[config.mk]
export PLATFORM = sky130hd
export DESIGN_NAME = instruction_queue
export DESIGN_NICKNAME = d
export VERILOG_FILES = /design/src/rtl/instruction_queue.sv
export SDC_FILE = /design/constraint.sdc
export NUM_CORES = 1
export LEC_CHECK = 0
export ABC_AREA = 1
export BUFFER_PORTS_ARGS = -buffer_cell sky130_fd_sc_hd__buf_2
export CORE_AREA = 5 5 150 152
export DETAILED_ROUTE_END_ITERATION = 7
export DIE_AREA = 0 0 155 157
export GPL_TIMING_DRIVEN = 0
export PLACE_DENSITY_LB_ADDON = 0.05
export SYNTH_ARGS = -nofsm -noshare
export SYNTH_HDL_FRONTEND = slang
export SYNTH_SLANG_ARGS = --single-unit
[constraint.sdc]
create_clock -name Clk -period 8.4 [get_ports Clk]
set_input_delay 1.26 -clock Clk [delete_from_list [all_inputs] [get_ports Clk]]
set_output_delay 1.26 -clock Clk [all_outputs]
set_load 0.01 [all_outputs]
[src/rtl/instruction_queue.sv]
// Fetch-to-decode instruction FIFO with synchronous flush and registered occupancy count.
// Optional IQ_STALL_COUNT_EN adds a saturating StallCount of cycles where fetch was refused.
module instruction_queue #(
   parameter int DEPTH  = 4,
   parameter int DATA_W = 32
) (
   input  logic                       Clk,
   input  logic                       Reset,
   input  logic                       In_Valid,
   output logic                       In_Ready,
   input  logic [DATA_W-1:0]          In_Instruction,
   input  logic [DATA_W-1:0]          In_PCPlus4,
   input  logic                       Flush,
   output logic                       Out_Valid,
   input  logic                       Out_Ready,
   output logic [DATA_W-1:0]          Out_Instruction,
   output logic [DATA_W-1:0]          Out_PCPlus4,
`ifdef IQ_STALL_COUNT_EN
   output logic [31:0]                StallCount,
`endif
   output logic [$clog2(DEPTH):0]     Count
);

   localparam int PTR_W = $clog2(DEPTH);
   localparam int CNT_W = PTR_W + 1;

   logic [2*DATA_W-1:0] mem [DEPTH];
   logic [PTR_W-1:0]    wr_ptr;
   logic [PTR_W-1:0]    rd_ptr;
   logic [CNT_W-1:0]    count;
   logic                full;
   logic                empty;
   logic                push;
   logic                pop;

   assign full  = (count == CNT_W'(DEPTH));
   assign empty = (count == '0);

   // Flush suppresses the pointer/count effect of a handshake but not the handshake signals themselves.
   assign push = In_Valid && !full && !Flush;
   assign pop  = !empty && Out_Ready && !Flush;

   assign In_Ready        = !full;
   assign Out_Valid       = !empty;
   assign Out_Instruction = empty ? '0 : mem[rd_ptr][2*DATA_W-1:DATA_W];
   assign Out_PCPlus4     = empty ? '0 : mem[rd_ptr][DATA_W-1:0];
   assign Count           = count;

   always_ff @(posedge Clk or negedge Reset) begin
      if (!Reset) begin
         wr_ptr <= '0;
         rd_ptr <= '0;
         count  <= '0;
      end else if (Flush) begin
         wr_ptr <= '0;
         rd_ptr <= '0;
         count  <= '0;
      end else begin
         if (push) wr_ptr <= wr_ptr + 1'b1;
         if (pop)  rd_ptr <= rd_ptr + 1'b1;
         case ({push, pop})
            2'b10:   count <= count + 1'b1;
            2'b01:   count <= count - 1'b1;
            default: count <= count;
         endcase
      end
   end

   // Storage carries data only, so it is left out of reset.
   always_ff @(posedge Clk) begin
      if (push) mem[wr_ptr] <= {In_Instruction, In_PCPlus4};
   end

`ifdef IQ_STALL_COUNT_EN
   always_ff @(posedge Clk or negedge Reset) begin
      if (!Reset) begin
         StallCount <= '0;
      end else if (In_Valid && full && !Flush && (StallCount != 32'hFFFF_FFFF)) begin
         StallCount <= StallCount + 32'd1;
      end
   end
`endif

endmodule

**Yosys cells after proc, flatten, opt, wreduce, memory -nomap -nowiden**

Memories as Yosys holds them, arrays and structs flattened.
Cells that the tools add are included.

- Add/sub/neg operators: 4
- Eq/ne operators: 3
- Multiplexer cells: 10
- Reductions and logical operators: 11

Operators by type and width:

| operator | number |
|---|---|
| 32-bit two-way mux | 2 |
| 2-bit two-way mux | 4 |
| 3-bit one-hot mux with 2 select lines | 1 |
| 2-bit by 1-bit adder with 2-bit output (second input constant) | 2 |
| 1-bit logical AND | 4 |
| 2-bit nonzero test | 2 |
| 3-bit by 1-bit adder with 3-bit output (second input constant) | 1 |
| 3-bit == test (second input constant) | 1 |
| 1-bit zero test | 3 |
| 3-bit zero test | 1 |
| 3-bit two-way mux | 1 |
| 3-bit nonzero test | 1 |
| 3-bit by 1-bit subtractor with 3-bit output (second input constant) | 1 |
| 2-bit by 1-bit == test with 1-bit output (second input constant) | 1 |
| 2-bit == test (second input constant) | 1 |
| 1-bit two-way mux | 2 |

- Output and inout bits: 69
- Memories: 1
- Bits in writable memories: 256
- Word-level logic and storage cells: 32
- Register bits: 7

Memories:

| memory | words | bits a word | rd ports | clocked after Yosys merged registers in | write ports | line | source |
|---|---|---|---|---|---|---|---|
| mem | 4 | 64 | 1 | 0 | 1 | 27 | `logic [2*DATA_W-1:0] mem [DEPTH];` |

**Depth between registers and ports, before layout**

Gate-level depths: netlist (run 1).

- Depth after elaboration: 7
- Mapped depth: 12
- Depth with buffers taken out: 12

**Least setup slack after synthesis (run 1)**

OpenSTA, ideal clock, no wires.

- Kind: input to register
- Start point: input port In_Valid
- End point: memory mem[0][0] (netlist name) (enable)
- Slack: 3.664 ns
- Buffers on the path: 0
- Arrival time: 4.250 ns
- Stages: 4
- Cells stage by stage: nand2_1 nor2_1 inv_1 nor2_1

- Word-level cells in the longest chain between the ends: 4

RTL lines:

| what | line | source |
|---|---|---|
| start: declaration | 9 | `input logic In_Valid,` |
| 1-bit logical AND (2 in a row) | 40 | `assign push = In_Valid && !full && !Flush;` |
| 1-bit two-way mux | 71 | `if (push) mem[wr_ptr] <= {In_Instruction, In_PCPlus4};` |
| 1-bit two-way mux (implied by the code) | 71 |  |
| end: declaration | 27 |  |

Every way passes these cells.

**Worst setup path in the final report (run 1)**

- Start point: register rd_ptr[0]
- End point: output port Out_Instruction[1]

- Word-level cells in the longest chain between the ends: 2

RTL lines:

| what | line | source |
|---|---|---|
| start: declaration | 29 | `logic [PTR_W-1:0] rd_ptr;` |
| start signal: assignment | 60 | `if (pop) rd_ptr <= rd_ptr + 1'b1;` |
| memory 4 x 64 bit | -- |  |
| 32-bit two-way mux | 45 | `assign Out_Instruction = empty ? '0 : mem[rd_ptr][2*DATA_W-1:DATA_W];` |
| end: declaration | 16 | `output logic [DATA_W-1:0] Out_Instruction,` |

Every way passes these cells.

==> flow_summary.ini, run 1 <==
[die]
dieArea_mm2 = 0.0243
core_area_mm2 = 0.0209
fp.dieW_um = 155
initial_core_util_pct = 49.5
rows = 53
io_pins = 138
die_h_um = 157

[yosys]
yosys.cell_types.count = 19
synthDominantCellAreaShare_pct = 74.4
synth_seq_cells = 263
syn_area_mm2 = 0.0103
synth.area.top_cells = edfxtp_1 74%, nor2_1 9.6%, o21ai_0 6.2%
avgSynthCellArea_um2 = 12.6
yosysTopAreaCell = edfxtp_1
netlist_instances = 818
syn_nets = 892
ys.warnings.count = 0
yosysSeqAreaShare_pct = 76.1

[power]
p_clk_share_pct = 28.6
power_density_mw_per_mm2 = 301
power.internal_w = 0.00251
ir_drop_mv = 0.170
pwr-share-seq_pct = 41.6
switching_share_pct = 32.5
comb_power_share_pct = 29.7
leakage_nw = 4.52
p_sw_w = 0.00121

[sta]
skew_ps = 6.49
min_period_ps = 3690
hold_viol = 0
slew_headroom_pct = 48.5
slew_viol_final = 0
period_share_pct = 44.0
tightest_slew_ps = 771
setup-violations-final = 0
fmax_mhz = 271
fin_hold_ws_ps = 572
rsz0062_at_grt = no
finalSetupTns_ps = 0

[setup_path]
start_kind = flop
r2r-end = mem[0][55]
r2r_slack_ps = 5930
end_kind = output pin
crit_type = reg2out
critical_path.max_stage_delay_ps = 500
path_buf_inv = 4
slowest_stage = clkbuf_1
path_common_cell = buf_2
cp_top_family = buffers and inverters
reg2regPathDepth = 8
reg2reg_from = Count[0]
crit_required_ps = 7140
cp_max_fo = 10
path_cells = inv_2 -> buf_2 -> clkbuf_1 -> o21ai_0 -> a21oi_1 -> buf_2
arrival_ps = 2430

[finish]
fin_area_mm2 = 0.0123
regArea_mm2 = 0.00786
nFillCells = 1717
multi_input_comb_area_mm2 = 0.00219
syn_to_final_growth_pct = 19.4
drive_gt1_share_pct = 20.9
layout_commonest_cell = nor2_1
n_antenna_cell = 0
post-route-util_pct = 59.0
instances_no_fill = 1284
final_cell_mix = 259 x nor2_1, 256 x edfxtp_1, 149 x buf_2
layout.nets = 1065

[drt]
antenna_left = 0
num_vias = 6651
wl_per_cell_um = 18.2
drt-total-wl_mm = 23.4
drt_iter0_drc = 456
route.detailed.drc = 0
vias_per_cell = 5.18
dr.pass1.iters = 7

[global_routing]
gr-total-overflow = 0
antenna_found_initial = 3
grt_pass1_vias = 6494
grt_max_degree = 27
grt_pass1_wl_mm = 35.8
groute.usage.overall_pct = 18.9

[placement]
gp_congestion = 0.757
port_buffers = 137
hpwl_mm = 14.8
dp.cells = 1238
place_area_mm2 = 0.0116

[cts]
htreeDepth = 1
root_buffer = clkbuf_16
cts.reportedPaths.clkPinSlew_ps = 60
cts_max_path_buffers = 3
cts_tree = done
clk_latency_ps = 510
cts_hold_buf = 0
post_cts_buffers = 0
cts_num_sinks = 263
cts_resized = 0
cts-buffers-inserted = 26

[outcome]
outcome = complete, no violations

[run]
cap_violations = 0

[worst_hold_path]
hold_path_class = in2async
[stage by stage]
step	total power, W	setup WS [ps]
2_1_floorplan	0.00221	3660
3_3_place_gp	0.00269	1250
5_1_grt	0.00393	4550
4_1_cts	0.00376	4670
3_5_place_dp	0.00270	5110
6_report	0.00371	4710
[sequential cells by signal, summed over array words and instances, names as in the netlist]
name	cells
mem	256
wr_ptr	2
Count	3
rd_ptr	2
[worst max path at each step]
stage | to | slack, ps | start | cells after the start
finish | Out_Instruction[1] | 4710 | rd_ptr[0] | 6
global route | Out_Instruction[1] | 4550 | rd_ptr[0] | 6
CTS | Out_Instruction[1] | 4670 | rd_ptr[0] | 6
detailed placement | mem[0][58] | 5110 | In_Valid | 7
global placement | mem[3][59] | 1250 | In_Valid | 5
floorplan | mem[0][0] | 3660 | In_Valid | 4
[cell families (layout without fill, tap and decap cells)]
logic type	count (synthesis)	count (layout)	synth area share, %
xor gates and xnor gates	1	1	0.0848
AOI/OAI and AO/OA	200	200	9.71
buffers and inverters	62	253	2.98
DFF	263	263	76.1
and+or+nand+nor	287	287	10.5
adders and majority gates	5	5	0.678
[cell usage after synthesis, drive strengths merged]
| cell | count |
|---|---|
| clkbuf | 13 |
| a21oi | 67 |
| edfxtp | 256 |
| inv | 14 |
| dfrtp | 7 |
| o21ai | 132 |
| a21boi | 1 |
| ha | 4 |
| nand2 | 22 |
| xnor2 | 1 |
| nor2 | 263 |
| nand3 | 2 |
| buf | 35 |
| fa | 1 |
[power by group through the flow]
stage | Sequential, W | Combinational, W | Clock [W]
2_1_floorplan | 0.00158 | 0.000632 | 0
3_3_place_gp | 0.00159 | 0.00110 | 0
3_5_place_dp | 0.00157 | 0.00113 | 0
4_1_cts | 0.00155 | 0.00113 | 0.00108
5_1_grt | 0.00155 | 0.00123 | 0.00114
6_report | 0.00155 | 0.00110 | 0.00106
[area by class of cell]
| class | count | area share, % |
|---|---|---|
| repair buffers | 145 | 6.86 |
| clock inverters | 10 | 0.568 |
| inverters | 14 | 0.426 |
| flip-flops and latches | 263 | 63.8 |
| plain buffers | 48 | 2.07 |
| well taps | 275 | 2.79 |
| multi-input cells | 493 | 17.8 |
| clock buffers | 36 | 5.75 |
[per-layer routing]
| metal | vias up | wire length, um | GRT usage (%) |
|---|---|---|---|
| met1 | 3200 | 10200 | 26.1 |
| li1 | 3239 | - | - |
| met2 | 176 | 11400 | 32.0 |
| met5 | - | 30 | 0 |
| met4 | 6 | 255 | 4.04 |
| met3 | 30 | 1490 | 3.46 |
Note: power is estimated with default switching activity, not from simulation.
==> run 2, diff against run 1 <==
clock period = 3.8 ns   (was 8.4 ns; I/O delays follow)
==> flow_summary.ini, run 2 (synthesis gave the netlist of run 1 again) <==
[outcome]
outcome = complete, no violations

[finish]
layout.nets = 1066
instances_no_fill = 1285
post-route-util_pct = 59.1
regMostFlops = mem
syn_to_final_growth_pct = 19.4
layout_commonest_cell = nor2_1
fin_area_mm2 = 0.0123
final_cell_mix = 259 x nor2_1, 256 x edfxtp_1, 149 x buf_2
n_antenna_cell = 0
drive_gt1_share_pct = 20.9
largest_reg_flops = 256

[die]
rows = 53
die_h_um = 157
core_area_mm2 = 0.0209
io_pins = 138
dieArea_mm2 = 0.0243
initial_core_util_pct = 49.5
fp.dieW_um = 155

[sta]
fin_hold_ws_ps = 270
rsz0062_at_grt = no
slew_viol_final = 0
fmax_mhz = 336
setup-violations-final = 0
period_share_pct = 78.3
slew_headroom_pct = 47.9
skew_ps = 7.20
min_period_ps = 2980
tightest_slew_ps = 780
hold_viol = 0

[placement]
dp.cells = 1238
port_buffers = 137
hpwl_mm = 14.8
place_area_mm2 = 0.0116
gp_congestion = 0.757

[cts]
cts-buffers-inserted = 26
cts_resized = 0
cts_max_path_buffers = 3
cts.reportedPaths.clkPinSlew_ps = 60
htreeDepth = 1
cts_num_sinks = 263
root_buffer = clkbuf_16
cts_tree = done
clk_latency_ps = 510

[global_routing]
grt_pass1_vias = 6500
grt_max_degree = 27
groute.usage.overall_pct = 19.0
antenna_found_initial = 3
grt_pass1_wl_mm = 35.8
gr-total-overflow = 0

[setup_path]
cp_max_fo = 10
end_kind = output pin
critical_path.max_stage_delay_ps = 490
path_common_cell = buf_2
cp_top_family = buffers and inverters
reg2reg_from = Count[0]
arrival_ps = 2410
slowest_stage = clkbuf_1
path_buf_inv = 4
crit_type = reg2out
crit_start = rd_ptr[0]
start_kind = flop
crit_required_ps = 3230
path_cells = inv_2 -> buf_2 -> clkbuf_1 -> o21ai_0 -> a21oi_1 -> buf_2

[drt]
drt-total-wl_mm = 23.3
drt_iter0_drc = 440
dr.pass1.iters = 5
route.detailed.drc = 0
vias_per_cell = 5.20
num_vias = 6686
antenna_left = 0
wl_per_cell_um = 18.1

[worst_hold_path]
hold_path_class = in2reg
worstHoldStart = In_Instruction[27]

[power]
ir_drop_mv = 0.376
power_density_mw_per_mm2 = 665
leakage_nw = 4.52

[run]
cap_violations = 0
==> run 2: cell count changes in the layout (fill, tap and decap cells not counted), sizes merged <==
cell / before / now
dlygate4sd3: 0 / 1
==> run 2: power breakdown <==
part           total (W)  switching (W)  internal [W]  leakage [nW]
Clock            0.00235       0.000988       0.00136         0.383
Sequential       0.00342      0.0000537       0.00336          2.42
Combinational    0.00244        0.00162      0.000817          1.72
Total            0.00821        0.00266       0.00554          4.52
==> run 2: final timing paths <==
| check | depth (start not counted) | slack (ps) | to |
|---|---|---|---|
| max | 6 | 820 | Out_Instruction[1] |
| min | 1 | 270 | mem[1][59] |
| max reg2reg | 8 | 1310 | mem[0][55] |
| min reg2reg | 2 | 590 | Count[1] |
| max in group asynchronous | 2 | 3200 | rd_ptr[0] |
| min in group asynchronous | 2 | 430 | Count[0] |
==> run 2: metrics by stage <==
| stage | total power (W) | worst slack, ps | TNS, ps |
|---|---|---|---|
| floorplan | 0.00489 | -354 | -90620 |
| global placement | 0.00594 | -2660 | -653250 |
| detailed placement | 0.00597 | 1200 | 0 |
| CTS | 0.00831 | 760 | 0 |
| global route | 0.00869 | 645 | 0 |
| finish | 0.00821 | 824 | 0 |
==> run 2: final cells by class <==
class / instances / area (um2)
Tap cell: 275 / 344
Clock inverter: 10 / 70.1
Timing Repair Buffer: 146 / 856
Multi-Input combinational cell: 493 / 2190
Sequential cell: 263 / 7860
Inverter: 14 / 52.6
Fill cell: 1716 / 8550
Clock buffer: 36 / 709
Buffer: 48 / 255
==> run 2: what timing repair did <==
action,4_1_cts,5_1_grt
endpoints found under the hold margin,7,0
hold buffers,1,0
buffers inserted,0,0
==> run 2: layer usage <==
layer  track usage, %  up-vias  routed length [um]
li1                 -     3241                   -
met4             4.04        6                 256
met3             3.46       33                1460
met5                0        -                  30
met2             32.0      189               11500
met1             26.1     3217               10100
